`src/rtl/wbm_spi_ctrl_if.sv`:
```
// ---------------------------------------------------------------------------
// wbm_spi_ctrl_if
// Groups the byte-link handshakes and the Wishbone B4 pipelined master pins
// used by wbm_spi_ctrl.
//   rx_valid_i/rx_data_i   received byte strobe and data (into the sequencer)
//   tx_valid_o/tx_data_o   byte to transmit, held until tx_ready_i
//   tx_ready_i             transmit path accepts the byte
//   wbm_*                  single-beat Wishbone pipelined master signals
// modport master: the sequencer side.  modport slave: the far side
// (byte link and bus slave).
// ---------------------------------------------------------------------------
interface wbm_spi_ctrl_if;
    logic        rx_valid_i;
    logic [7:0]  rx_data_i;
    logic        tx_valid_o;
    logic [7:0]  tx_data_o;
    logic        tx_ready_i;
    logic        wbm_cyc_o;
    logic        wbm_stb_o;
    logic        wbm_we_o;
    logic [3:0]  wbm_sel_o;
    logic [7:0]  wbm_adr_o;
    logic [31:0] wbm_dat_o;
    logic [31:0] wbm_dat_i;
    logic        wbm_stall_i;
    logic        wbm_ack_i;

    modport master (
        input  rx_valid_i, rx_data_i, tx_ready_i,
        input  wbm_dat_i, wbm_stall_i, wbm_ack_i,
        output tx_valid_o, tx_data_o,
        output wbm_cyc_o, wbm_stb_o, wbm_we_o, wbm_sel_o, wbm_adr_o, wbm_dat_o
    );

    modport slave (
        output rx_valid_i, rx_data_i, tx_ready_i,
        output wbm_dat_i, wbm_stall_i, wbm_ack_i,
        input  tx_valid_o, tx_data_o,
        input  wbm_cyc_o, wbm_stb_o, wbm_we_o, wbm_sel_o, wbm_adr_o, wbm_dat_o
    );
endinterface

```
`src/rtl/wbm_spi_ctrl.sv`:
```
// ---------------------------------------------------------------------------
// wbm_spi_ctrl
// Command sequencer between the SPI byte link and a Wishbone B4 pipelined
// master. Each received frame {CMD, ADR[, D3, D2, D1, D0]} runs one
// single-beat bus cycle; a status byte (0x00 ok, 0xEE timeout) is returned,
// followed by four read-data bytes (MSB first) for reads.
// Ports:
//   wbm_clk_i   clock for all logic
//   wbm_rst_i   synchronous active-high reset
//   bus         wbm_spi_ctrl_if.master: rx/tx byte handshakes + wbm_* pins
//   overrun_o   sticky flag: a byte arrived while busy and was dropped
// Parameter:
//   TIMEOUT     cycles to wait for ack after strobe acceptance (1..65535)
// ---------------------------------------------------------------------------
module wbm_spi_ctrl #(
    parameter int unsigned TIMEOUT = 255
) (
    input  logic                  wbm_clk_i,
    input  logic                  wbm_rst_i,
    wbm_spi_ctrl_if.master        bus,
    output logic                  overrun_o
);

    localparam logic [15:0] TMO_LIMIT = 16'(TIMEOUT);

    typedef enum logic [2:0] {
        S_CMD, S_ADR, S_WDATA, S_REQ, S_WAIT, S_RESP
    } state_t;

    state_t      state_q;
    logic        we_q;
    logic [3:0]  sel_q;
    logic [7:0]  adr_q;
    logic [31:0] dat_q;
    logic [1:0]  wcnt_q;
    logic        cyc_q;
    logic        stb_q;
    logic [15:0] tmo_q;
    logic [39:0] resp_q;    // {status, read data}; top byte is on tx_data_o
    logic [2:0]  rem_q;     // bytes still to send after the current one
    logic        tx_valid_q;
    logic        overrun_q;

    always_ff @(posedge wbm_clk_i) begin
        if (wbm_rst_i) begin
            state_q    <= S_CMD;
            we_q       <= 1'b0;
            sel_q      <= 4'h0;
            adr_q      <= 8'h00;
            dat_q      <= 32'h0;
            wcnt_q     <= 2'd0;
            cyc_q      <= 1'b0;
            stb_q      <= 1'b0;
            tmo_q      <= 16'd0;
            resp_q     <= 40'h0;
            rem_q      <= 3'd0;
            tx_valid_q <= 1'b0;
            overrun_q  <= 1'b0;
        end else begin
            case (state_q)
                S_CMD: begin
                    if (bus.rx_valid_i) begin
                        we_q    <= bus.rx_data_i[7];
                        sel_q   <= bus.rx_data_i[3:0];
                        state_q <= S_ADR;
                    end
                end
                S_ADR: begin
                    if (bus.rx_valid_i) begin
                        adr_q  <= bus.rx_data_i;
                        wcnt_q <= 2'd0;
                        if (we_q) begin
                            state_q <= S_WDATA;
                        end else begin
                            cyc_q   <= 1'b1;
                            stb_q   <= 1'b1;
                            state_q <= S_REQ;
                        end
                    end
                end
                S_WDATA: begin
                    if (bus.rx_valid_i) begin
                        dat_q  <= {dat_q[23:0], bus.rx_data_i};
                        wcnt_q <= wcnt_q + 2'd1;
                        if (wcnt_q == 2'd3) begin
                            cyc_q   <= 1'b1;
                            stb_q   <= 1'b1;
                            state_q <= S_REQ;
                        end
                    end
                end
                S_REQ: begin
                    if (bus.rx_valid_i) overrun_q <= 1'b1;
                    // Stalled cycles are not timed; only an acceptance moves on.
                    if (!bus.wbm_stall_i) begin
                        stb_q <= 1'b0;
                        tmo_q <= 16'd1;
                        if (bus.wbm_ack_i) begin
                            cyc_q      <= 1'b0;
                            resp_q     <= {8'h00, (we_q ? 32'h0 : bus.wbm_dat_i)};
                            rem_q      <= we_q ? 3'd0 : 3'd4;
                            tx_valid_q <= 1'b1;
                            state_q    <= S_RESP;
                        end else begin
                            state_q <= S_WAIT;
                        end
                    end
                end
                S_WAIT: begin
                    if (bus.rx_valid_i) overrun_q <= 1'b1;
                    // tmo_q counts cycles since acceptance; ack wins over timeout.
                    if (bus.wbm_ack_i) begin
                        cyc_q      <= 1'b0;
                        resp_q     <= {8'h00, (we_q ? 32'h0 : bus.wbm_dat_i)};
                        rem_q      <= we_q ? 3'd0 : 3'd4;
                        tx_valid_q <= 1'b1;
                        state_q    <= S_RESP;
                    end else if (tmo_q == TMO_LIMIT) begin
                        cyc_q      <= 1'b0;
                        resp_q     <= {8'hEE, 32'h0};
                        rem_q      <= we_q ? 3'd0 : 3'd4;
                        tx_valid_q <= 1'b1;
                        state_q    <= S_RESP;
                    end else begin
                        tmo_q <= tmo_q + 16'd1;
                    end
                end
                S_RESP: begin
                    // A byte arriving alongside the last handshake is still dropped.
                    if (bus.rx_valid_i) overrun_q <= 1'b1;
                    if (bus.tx_ready_i) begin
                        resp_q <= {resp_q[31:0], 8'h00};
                        if (rem_q == 3'd0) begin
                            tx_valid_q <= 1'b0;
                            state_q    <= S_CMD;
                        end else begin
                            rem_q <= rem_q - 3'd1;
                        end
                    end
                end
                default: state_q <= S_CMD;
            endcase
        end
    end

    assign bus.tx_valid_o = tx_valid_q;
    assign bus.tx_data_o  = resp_q[39:32];
    assign bus.wbm_cyc_o  = cyc_q;
    assign bus.wbm_stb_o  = stb_q;
    assign bus.wbm_we_o   = we_q;
    assign bus.wbm_sel_o  = sel_q;
    assign bus.wbm_adr_o  = adr_q;
    assign bus.wbm_dat_o  = dat_q;
    assign overrun_o      = overrun_q;

endmodule

```
`src/flat_wrapper.sv`:
```
// flat-port wrapper written by rule: the top's interface ports become plain ports
module wbm_spi_ctrl_flat 
#(
    parameter int unsigned TIMEOUT = 255
)
  (wbm_clk_i, wbm_rst_i, overrun_o, bus_rx_valid_i, bus_rx_data_i, bus_tx_ready_i, bus_wbm_dat_i, bus_wbm_stall_i, bus_wbm_ack_i, bus_tx_valid_o, bus_tx_data_o, bus_wbm_cyc_o, bus_wbm_stb_o, bus_wbm_we_o, bus_wbm_sel_o, bus_wbm_adr_o, bus_wbm_dat_o);
  wbm_spi_ctrl_if bus_i ();
  input  logic wbm_clk_i;
  input  logic wbm_rst_i;
  output logic overrun_o;
  input wire logic [$bits(bus_i.rx_valid_i)-1:0] bus_rx_valid_i;
  input wire logic [$bits(bus_i.rx_data_i)-1:0] bus_rx_data_i;
  input wire logic [$bits(bus_i.tx_ready_i)-1:0] bus_tx_ready_i;
  input wire logic [$bits(bus_i.wbm_dat_i)-1:0] bus_wbm_dat_i;
  input wire logic [$bits(bus_i.wbm_stall_i)-1:0] bus_wbm_stall_i;
  input wire logic [$bits(bus_i.wbm_ack_i)-1:0] bus_wbm_ack_i;
  output wire logic [$bits(bus_i.tx_valid_o)-1:0] bus_tx_valid_o;
  output wire logic [$bits(bus_i.tx_data_o)-1:0] bus_tx_data_o;
  output wire logic [$bits(bus_i.wbm_cyc_o)-1:0] bus_wbm_cyc_o;
  output wire logic [$bits(bus_i.wbm_stb_o)-1:0] bus_wbm_stb_o;
  output wire logic [$bits(bus_i.wbm_we_o)-1:0] bus_wbm_we_o;
  output wire logic [$bits(bus_i.wbm_sel_o)-1:0] bus_wbm_sel_o;
  output wire logic [$bits(bus_i.wbm_adr_o)-1:0] bus_wbm_adr_o;
  output wire logic [$bits(bus_i.wbm_dat_o)-1:0] bus_wbm_dat_o;
  assign bus_i.rx_valid_i = bus_rx_valid_i;
  assign bus_i.rx_data_i = bus_rx_data_i;
  assign bus_i.tx_ready_i = bus_tx_ready_i;
  assign bus_i.wbm_dat_i = bus_wbm_dat_i;
  assign bus_i.wbm_stall_i = bus_wbm_stall_i;
  assign bus_i.wbm_ack_i = bus_wbm_ack_i;
  assign bus_tx_valid_o = bus_i.tx_valid_o;
  assign bus_tx_data_o = bus_i.tx_data_o;
  assign bus_wbm_cyc_o = bus_i.wbm_cyc_o;
  assign bus_wbm_stb_o = bus_i.wbm_stb_o;
  assign bus_wbm_we_o = bus_i.wbm_we_o;
  assign bus_wbm_sel_o = bus_i.wbm_sel_o;
  assign bus_wbm_adr_o = bus_i.wbm_adr_o;
  assign bus_wbm_dat_o = bus_i.wbm_dat_o;
  wbm_spi_ctrl #(.TIMEOUT(TIMEOUT)) u_core (.wbm_clk_i(wbm_clk_i), .wbm_rst_i(wbm_rst_i), .bus(bus_i), .overrun_o(overrun_o));
endmodule
```
`config.mk`:
```
export PLATFORM = sky130hd
export DESIGN_NAME = wbm_spi_ctrl_flat
export DESIGN_NICKNAME = d
export VERILOG_FILES = /design/src/rtl/wbm_spi_ctrl_if.sv /design/src/rtl/wbm_spi_ctrl.sv /design/src/flat_wrapper.sv
export SDC_FILE = /design/constraint.sdc
export NUM_CORES = 1
export LEC_CHECK = 0
export CAP_MARGIN = 20
export CORE_MARGIN = 10
export CORE_UTILIZATION = 40
export DETAILED_ROUTE_END_ITERATION = 10
export PLACE_DENSITY_LB_ADDON = 0.05
export SLEW_MARGIN = 10
export SYNTH_ARGS = -nofsm -noshare
export SYNTH_HDL_FRONTEND = slang
export SYNTH_SLANG_ARGS = --single-unit
```
`constraint.sdc`:
```
create_clock -name wbm_clk_i -period 3.2 [get_ports wbm_clk_i]
set_input_delay 0.64 -clock wbm_clk_i [delete_from_list [all_inputs] [get_ports wbm_clk_i]]
set_output_delay 0.64 -clock wbm_clk_i [all_outputs]
set_load 0.05 [all_outputs]
```
==> key figures, run 1 <==
STA
  • Final Cycle Share: 0.791
  • Worst slew pin tran: 0.672 ns
  • Final Hold Fails: 0
  • RSZ-0062 raised after global routing: false
  • Relative slew margins: 0.552
  • # setup viols final: 0
  • Max frequency: 395 MHz
  • Max Transition Viols Final: 0
  • Clock Skew: 0.00828 ns
  • Setup TNS: 0 ns
  • Crit path time final: 2.53 ns

Synth
  • Netlist Area Pre-Place: 5590 sq um
  • Proportion of synthesized area in mux cells: 0.0938
  • Most common cell in the netlist: nand2_1
  • Simple-Gate Fraction of Synth Area: 0.231
  • Yosys warns: 0
  • Synth top area cells: dfxtp_1 (40%), nand2_1 (8.9%), mux2i_1 (7.7%)
  • Yosys top cell area share: 0.405
  • Synth Net Count: 735
  • #FFs+latches synth: 113
  • Largest family of logic cells by synthesized area: simple AND/OR/NAND/NOR gates
  • Post-Synth Adder-Cell Area: 0.00895
  • Post-synthesis xor/xnor area fraction: 0.00157
  • Post-Syn Instances: 685
  • Syn avg cell area: 8.16 sq um
  • Synth area leader: dfxtp_1
  • Synth cell types: 58
  • Post-synthesis async set-or-reset flop share: 0
  • Post-synth EDFFs: 0
  • Synth cell count leaders: nand2_1 (133), dfxtp_1 (113), a21oi_1 (55)
  • Synth Area in Compound Gates: 0.179
  • Top FF cell, synth: dfxtp_1
  • Register area share after synthesis: 0.405

Clocking
  • Clock Path Buffers: 2
  • Clk sinks: 113
  • Clock transition at path regs: 0.05 ns
  • Post-CTS Setup Repair Bufs: 0
  • # H-tree levels: 4
  • Total CTS buffers: 17
  • TritonCTS clock tree: yes
  • # hold bufs at CTS: 0
  • Later-pin clock latency in the skew report: 0.40 ns
  • Resize count post-CTS: 0
  • Root Buffer: clkbuf_16

Critical path
  • R2r setup slk: 0.78 ns
  • FF-to-FF Start: u_core.tmo_q[0]$_SDFFE_PP0P_
  • Critical path required time: 2.56 ns
  • R2r endpoint: u_core.rem_q[1]$_SDFFE_PP0P_
  • Worst Path Class, Setup: reg2out
  • Critical path peak fanout: 29
  • Reg2reg path depth: 5
  • Startpoint types: flip-flop
  • Worst EP arrival: 1.89 ns
  • Crit end category: primary output

Placed design
  • Hpwl dp: 10200 microns
  • Gpl congestion: 0.808
  • IO Port Bufs: 102
  • Placed inst area: 6690 sq um

Cells and area
  • Cell area after layout: 7310 sq um
  • Ant diodes: 0
  • # fillers: 1386
  • Layout cells sized above 1: 0.0990
  • Area of the multi-input gates: 2870 sq um
  • Area Overhead vs Synth: 30.8%
  • FF/Latch Area: 2260 sq um
  • Final nets: 815

Hold path
  • Hold path cells: 2
  • Worst hold path type: reg2reg
  • Hold wc startpoint: u_core.bus.wbm_dat_o[25]$_SDFFE_PP0P_
  • Hold endpoint: u_core.bus.wbm_dat_o[25]$_SDFFE_PP0P_

Floorplan
  • Core area: 13800 sq um
  • Die area: 19100 sq um
  • Die W: 138 microns
  • Row count: 43
  • Ports: 103
  • Die height: 138 microns
  • Initial Util: 0.406

Routing
  • Final wirelength: 14600 microns
  • Iter 0 DRT Violations: 262
  • # DRC: 0
  • Via Count: 4974
  • Via density: 5.19
  • Antenna Nets Post-Route: 0
  • Mean routed wirelength per cell: 15.2 microns
  • Count of TritonRoute iterations in the first routing pass: 4

Power and ir drop
  • Pleak: 2.79 nW
  • Power Total: 0.00423 W
  • Pwr dens: 579 nW/um^2
  • VDD IR max: 0.393 mV

Global route
  • Vias in the first global route: 4855
  • Global route total overflow: 0
  • Initial antenna violation count: 1
  • Largest net degree at the start of global routing: 54
  • Total GRT Usage: 0.149
  • First-pass GRT wire length: 24200 microns

Run
  • Maxcap violations: 0

Run status
  • Status: completed
cell type report:
class                           count  share of cell area
Clock buffer                       24              0.0714
Clock inverter                      8              0.0135
Inverter                           35              0.0180
Multi-Input combinational cell    476               0.393
Sequential cell                   113               0.309
Tap cell                          180              0.0308
Timing Repair Buffer              122               0.164
how the worst max path moves through the flow:
stage | start | endpoint | slack (ns)
detailed placement | bus_wbm_ack_i | u_core.resp_q[16]$_SDFFE_PP0P_ | 0.45
floorplan | bus_wbm_ack_i | u_core.resp_q[33]$_SDFFE_PP0P_ | 1.22
finish | u_core.bus.wbm_we_o$_SDFFE_PP0P_ | bus_wbm_we_o | 0.67
global placement | bus_wbm_ack_i | u_core.resp_q[5]$_SDFFE_PP0P_ | 0.52
CTS | u_core.bus.wbm_we_o$_SDFFE_PP0P_ | bus_wbm_we_o | 0.64
global route | u_core.bus.wbm_we_o$_SDFFE_PP0P_ | bus_wbm_we_o | 0.59
cell families after synthesis:
| kind of cell | Yosys count |
|---|---|
| muxes | 51 |
| AOI/OAI and AO/OA | 158 |
| DFF | 113 |
| xor gates and xnor gates | 1 |
| buffers and inverters | 96 |
| and+or+nand+nor | 262 |
| adders and majority gates | 4 |
cell usage in the layout, fill, tap and decap left out, types with 22 or more instances in the layout:
cell,n
a211oi_1,25
a21oi_1,55
and2_1,25
clkdlybuf4s50_1,101
dfxtp_1,113
inv_1,34
mux2i_1,43
nand2_1,133
nand3_1,22
o21ai_0,34
flip-flops by register name (all words and copies together) (netlist names):
register and cells:
u_core.bus.tx_valid_o 1, u_core.bus.wbm_adr_o 8, u_core.bus.wbm_cyc_o 1, u_core.bus.wbm_dat_o 32, u_core.bus.wbm_sel_o 4, u_core.bus.wbm_stb_o 1
u_core.bus.wbm_we_o 1, u_core.overrun_o 1, u_core.rem_q 3, u_core.resp_q 40, u_core.state_q 3, u_core.tmo_q 16
u_core.wcnt_q 2
stage by stage:
step	util	cells	hold WS, ns	setup slack, ns
finish	0.531	958	0.450	0.668
detailed placement	0.486	926	0.448	0.446
CTS	0.531	958	0.455	0.640
floorplan	-	685	0.433	1.22
global route	0.531	958	0.467	0.590
global placement	0.484	925	0.440	0.524
where the power goes:
| part | leakage, nW | total, W | switching [W] | internal [W] |
|---|---|---|---|---|
| clock | 0.304 | 0.00193 | 0.000643 | 0.00129 |
| combinational | 1.57 | 0.000783 | 0.000481 | 0.000302 |
| sequential | 0.913 | 0.00152 | 0.0000424 | 0.00148 |
| total | 2.79 | 0.00423 | 0.00117 | 0.00307 |
worst max-delay path, stage by stage (launching register included):
cell and delay (ns):
dfxtp_1 0.30, buf_4 0.30, clkdlybuf4s50_1 0.88
metal layers:
| metal | wire length (microns) | vias up | part of all wire | track usage |
|---|---|---|---|---|
| met4 | 193 | 2 | 0.013 | 0.0533 |
| met1 | 6640 | 2300 | 0.46 | 0.179 |
| met2 | 7070 | 116 | 0.49 | 0.245 |
| met3 | 635 | 20 | 0.044 | 0.0449 |
| met5 | 13 | - | 0.00089 | 0 |
| li1 | - | 2536 | - | - |
(Power assumes the default switching activity.)
==> run 2, diff against run 1 <==
clock period = 2.4 ns   (was 3.2 ns; I/O delays follow)
==> run 2 against run 1 <==
Clock skew down 0.0030 ns. Setup slack got worse by 0.43 ns. Global-route usage increased by 0.36 points. First-iteration DRC count rose by 16%. Critical endpoint is now u_core.rem_q[1]$_SDFFE_PP0P_. Largest power group unchanged.
==> key figures, run 2 (synthesized netlist as in run 1, its figures left out) <==
Critical path
  • Critical path required time: 2.74 ns (was 2.56 ns)
  • Crit end category: flip-flop (was primary output)
  • Startpoint types: flip-flop (unchanged)
  • Worst Path Class, Setup: reg2reg (was reg2out)
  • R2r endpoint: u_core.rem_q[1]$_SDFFE_PP0P_ (unchanged)
  • Worst EP arrival: 2.50 ns (was 1.89 ns)
  • Critical Path Start: u_core.tmo_q[0]$_SDFFE_PP0P_ (was u_core.bus.wbm_we_o$_SDFFE_PP0P_)
  • Critical path peak fanout: 8 (was 29)
  • Delay of the slowest critical-path stage: 0.57 ns (was 0.88 ns)
  • Critical Path End: u_core.rem_q[1]$_SDFFE_PP0P_ (was bus_wbm_we_o)
  • Reg2reg path depth: 5 (unchanged)
  • FF-to-FF Start: u_core.tmo_q[0]$_SDFFE_PP0P_ (unchanged)
  • R2r setup slk: 0.24 ns (was 0.78 ns)
  • Crit-path slowest cell: a221oi_2 (was clkdlybuf4s50_1)
  • Crit path cell chain: ha_1, and4b_4, nand4_1, a221oi_2, mux2i_1 (was buf_4, clkdlybuf4s50_1)

Placed design
  • Hpwl dp: 10200 microns (about the same)
  • Placed Cells: 933 (was 926)
  • Gpl congestion: 0.821 (was 0.808)
  • IO Port Bufs: 102 (unchanged)

STA
  • Relative slew margins: 0.525 (was 0.552)
  • # setup viols final: 0 (unchanged)
  • Max frequency: 462 MHz
  • Final Cycle Share: 0.902
  • Max Transition Viols Final: 0 (unchanged)
  • Final Hold Fails: 0 (unchanged)
  • RSZ-0062 raised after global routing: false (unchanged)
  • Clock Skew: 0.00530 ns (was 0.00828 ns)
  • Worst slew pin tran: 0.713 ns (was 0.672 ns)
  • Crit path time final: 2.16 ns
  • Hold Slack: 0.446 ns (was 0.450 ns)

Clocking
  • # H-tree levels: 4 (unchanged)
  • Clk sinks: 113 (unchanged)
  • # hold bufs at CTS: 0 (unchanged)
  • Total CTS buffers: 17 (unchanged)
  • TritonCTS clock tree: yes (unchanged)
  • Clock Path Buffers: 2 (unchanged)
  • Post-CTS Setup Repair Bufs: 0 (unchanged)
  • Clock transition at path regs: 0.05 ns (about the same)
  • Resize count post-CTS: 0 (unchanged)
  • Later-pin clock latency in the skew report: 0.41 ns (was 0.40 ns)
  • Root Buffer: clkbuf_16 (unchanged)

Cells and area
  • Final nets: 822 (was 815)
  • Max FFs per register: 40 (unchanged)
  • Layout Cells excl Fill: 965 (was 958)
  • # fillers: 1333 (was 1386)
  • Commonest cells after routing, fill and taps aside: nand2_1 (133), dfxtp_1 (113), clkdlybuf4s50_1 (100), a21oi_1 (55), mux2i_1 (43) (was nand2_1 (133), dfxtp_1 (113), clkdlybuf4s50_1 (101), a21oi_1 (55), mux2i_1 (43))
  • Area of the multi-input gates: 2870 sq um (unchanged)
  • Reg with most FFs: u_core.resp_q (unchanged)
  • Layout cells sized above 1: 0.107 (was 0.0990)
  • Most common library cell in the layout ignoring fill and taps: nand2_1 (unchanged)
  • Area Overhead vs Synth: 33.4% (was 30.8%)
  • FF/Latch Area: 2260 sq um (unchanged)
  • Ant diodes: 0 (unchanged)

Global route
  • Largest net degree at the start of global routing: 79 (was 54)
  • Global route total overflow: 0 (unchanged)
  • Vias in the first global route: 4744 (was 4855)
  • First-pass GRT wire length: 24400 microns (was 24200 microns)
  • Total GRT Usage: 0.152 (was 0.149)
  • Initial antenna violation count: 1 (unchanged)

Floorplan
  • Die area: 19100 sq um (unchanged)
  • Row count: 43 (unchanged)
  • Die height: 138 microns (unchanged)
  • Initial Util: 0.406 (unchanged)
  • Die W: 138 microns (unchanged)
  • Ports: 103 (unchanged)
  • Core area: 13800 sq um (unchanged)

Routing
  • Iter 0 DRT Violations: 303 (was 262)
  • Count of TritonRoute iterations in the first routing pass: 5 (was 4)
  • Via density: 5.15 (was 5.19)
  • # DRC: 0 (unchanged)
  • Antenna Nets Post-Route: 0 (unchanged)
  • Mean routed wirelength per cell: 15.4 microns (was 15.2 microns)
  • Via Count: 4973 (was 4974)
  • Final wirelength: 14800 microns (was 14600 microns)

Power and ir drop
  • VDD IR max: 0.490 mV (was 0.393 mV)
  • Power Total: 0.00593 W (was 0.00423 W)
  • Pleak: 2.86 nW (was 2.79 nW)
  • Pwr dens: 796 nW/um^2 (was 579 nW/um^2)

Hold path
  • Worst hold path type: reg2reg (unchanged)
  • Hold wc startpoint: u_core.overrun_o$_SDFFE_PP0P_ (was u_core.bus.wbm_dat_o[25]$_SDFFE_PP0P_)

Run status
  • Status: completed (unchanged)

Run
  • Maxcap violations: 0 (unchanged)
==> run 2: cell count changes in the layout (fill, tap and decap cells not counted), sizes merged <==
cell,previous run,this run
bufinv,2,5
clkinv,4,2
buf,21,29
clkdlybuf4s50,101,100
clkbuf,24,23
==> run 2: area by class of cell <==
| cell class | instances | share of cell area |
|---|---|---|
| Multi-Input combinational cell | 476 | 0.385 |
| Inverter | 35 | 0.0176 |
| Timing Repair Buffer | 129 | 0.173 |
| Sequential cell | 113 | 0.303 |
| Clock buffer | 23 | 0.0668 |
| Clock inverter | 9 | 0.0235 |
| Tap cell | 180 | 0.0302 |
==> run 2: per-stage QoR <==
| step | utilization | setup TNS, ns | worst slack (ns) | cell area [sq um] |
|---|---|---|---|---|
| 3_3_place_gp | 0.493 | 0 | 0.0849 | 6780 |
| 3_5_place_dp | 0.493 | -0.00791 | -0.00791 | 6780 |
| 4_1_cts | 0.541 | 0 | 0.262 | 7460 |
| 5_1_grt | 0.541 | 0 | 0.0888 | 7460 |
| 2_1_floorplan | - | 0 | 0.485 | 5590 |
| 6_report | 0.541 | 0 | 0.236 | 7460 |
==> run 2: per-layer routing <==
metal / share of wire / GRT usage / vias to the layer above
met3: 0.048 / 0.0462 / 22
met4: 0.017 / 0.0560 / 2
li1: - / - / 2544
met5: 0.00088 / 0 / -
met2: 0.49 / 0.250 / 105
met1: 0.45 / 0.183 / 2300
==> run 2: critical path, delay by kind of cell (launching register included) <==
family,cells,cell delay (ns)
adders and majority gates,1,0.25
DFF,1,0.39
AOI/OAI and AO/OA,1,0.57
and+or+nand+nor,2,0.63
muxes,1,0.24
==> run 2: how the worst min path moves through the flow <==
stage | depth (start not counted) | endpoint
floorplan | 2 | u_core.resp_q[0]$_SDFFE_PP0P_
detailed placement | 2 | u_core.overrun_o$_SDFFE_PP0P_
CTS | 2 | u_core.overrun_o$_SDFFE_PP0P_
global placement | 2 | u_core.overrun_o$_SDFFE_PP0P_
global route | 2 | u_core.overrun_o$_SDFFE_PP0P_
finish | 2 | u_core.overrun_o$_SDFFE_PP0P_
==> run 2: power breakdown <==
group	switching, W	internal (W)	leakage (nW)	total [W]
logic	0.000624	0.000420	1.62	0.00104
clock network	0.000864	0.00198	0.325	0.00284
registers	0.0000820	0.00197	0.913	0.00205
total	0.00157	0.00436	2.86	0.00593
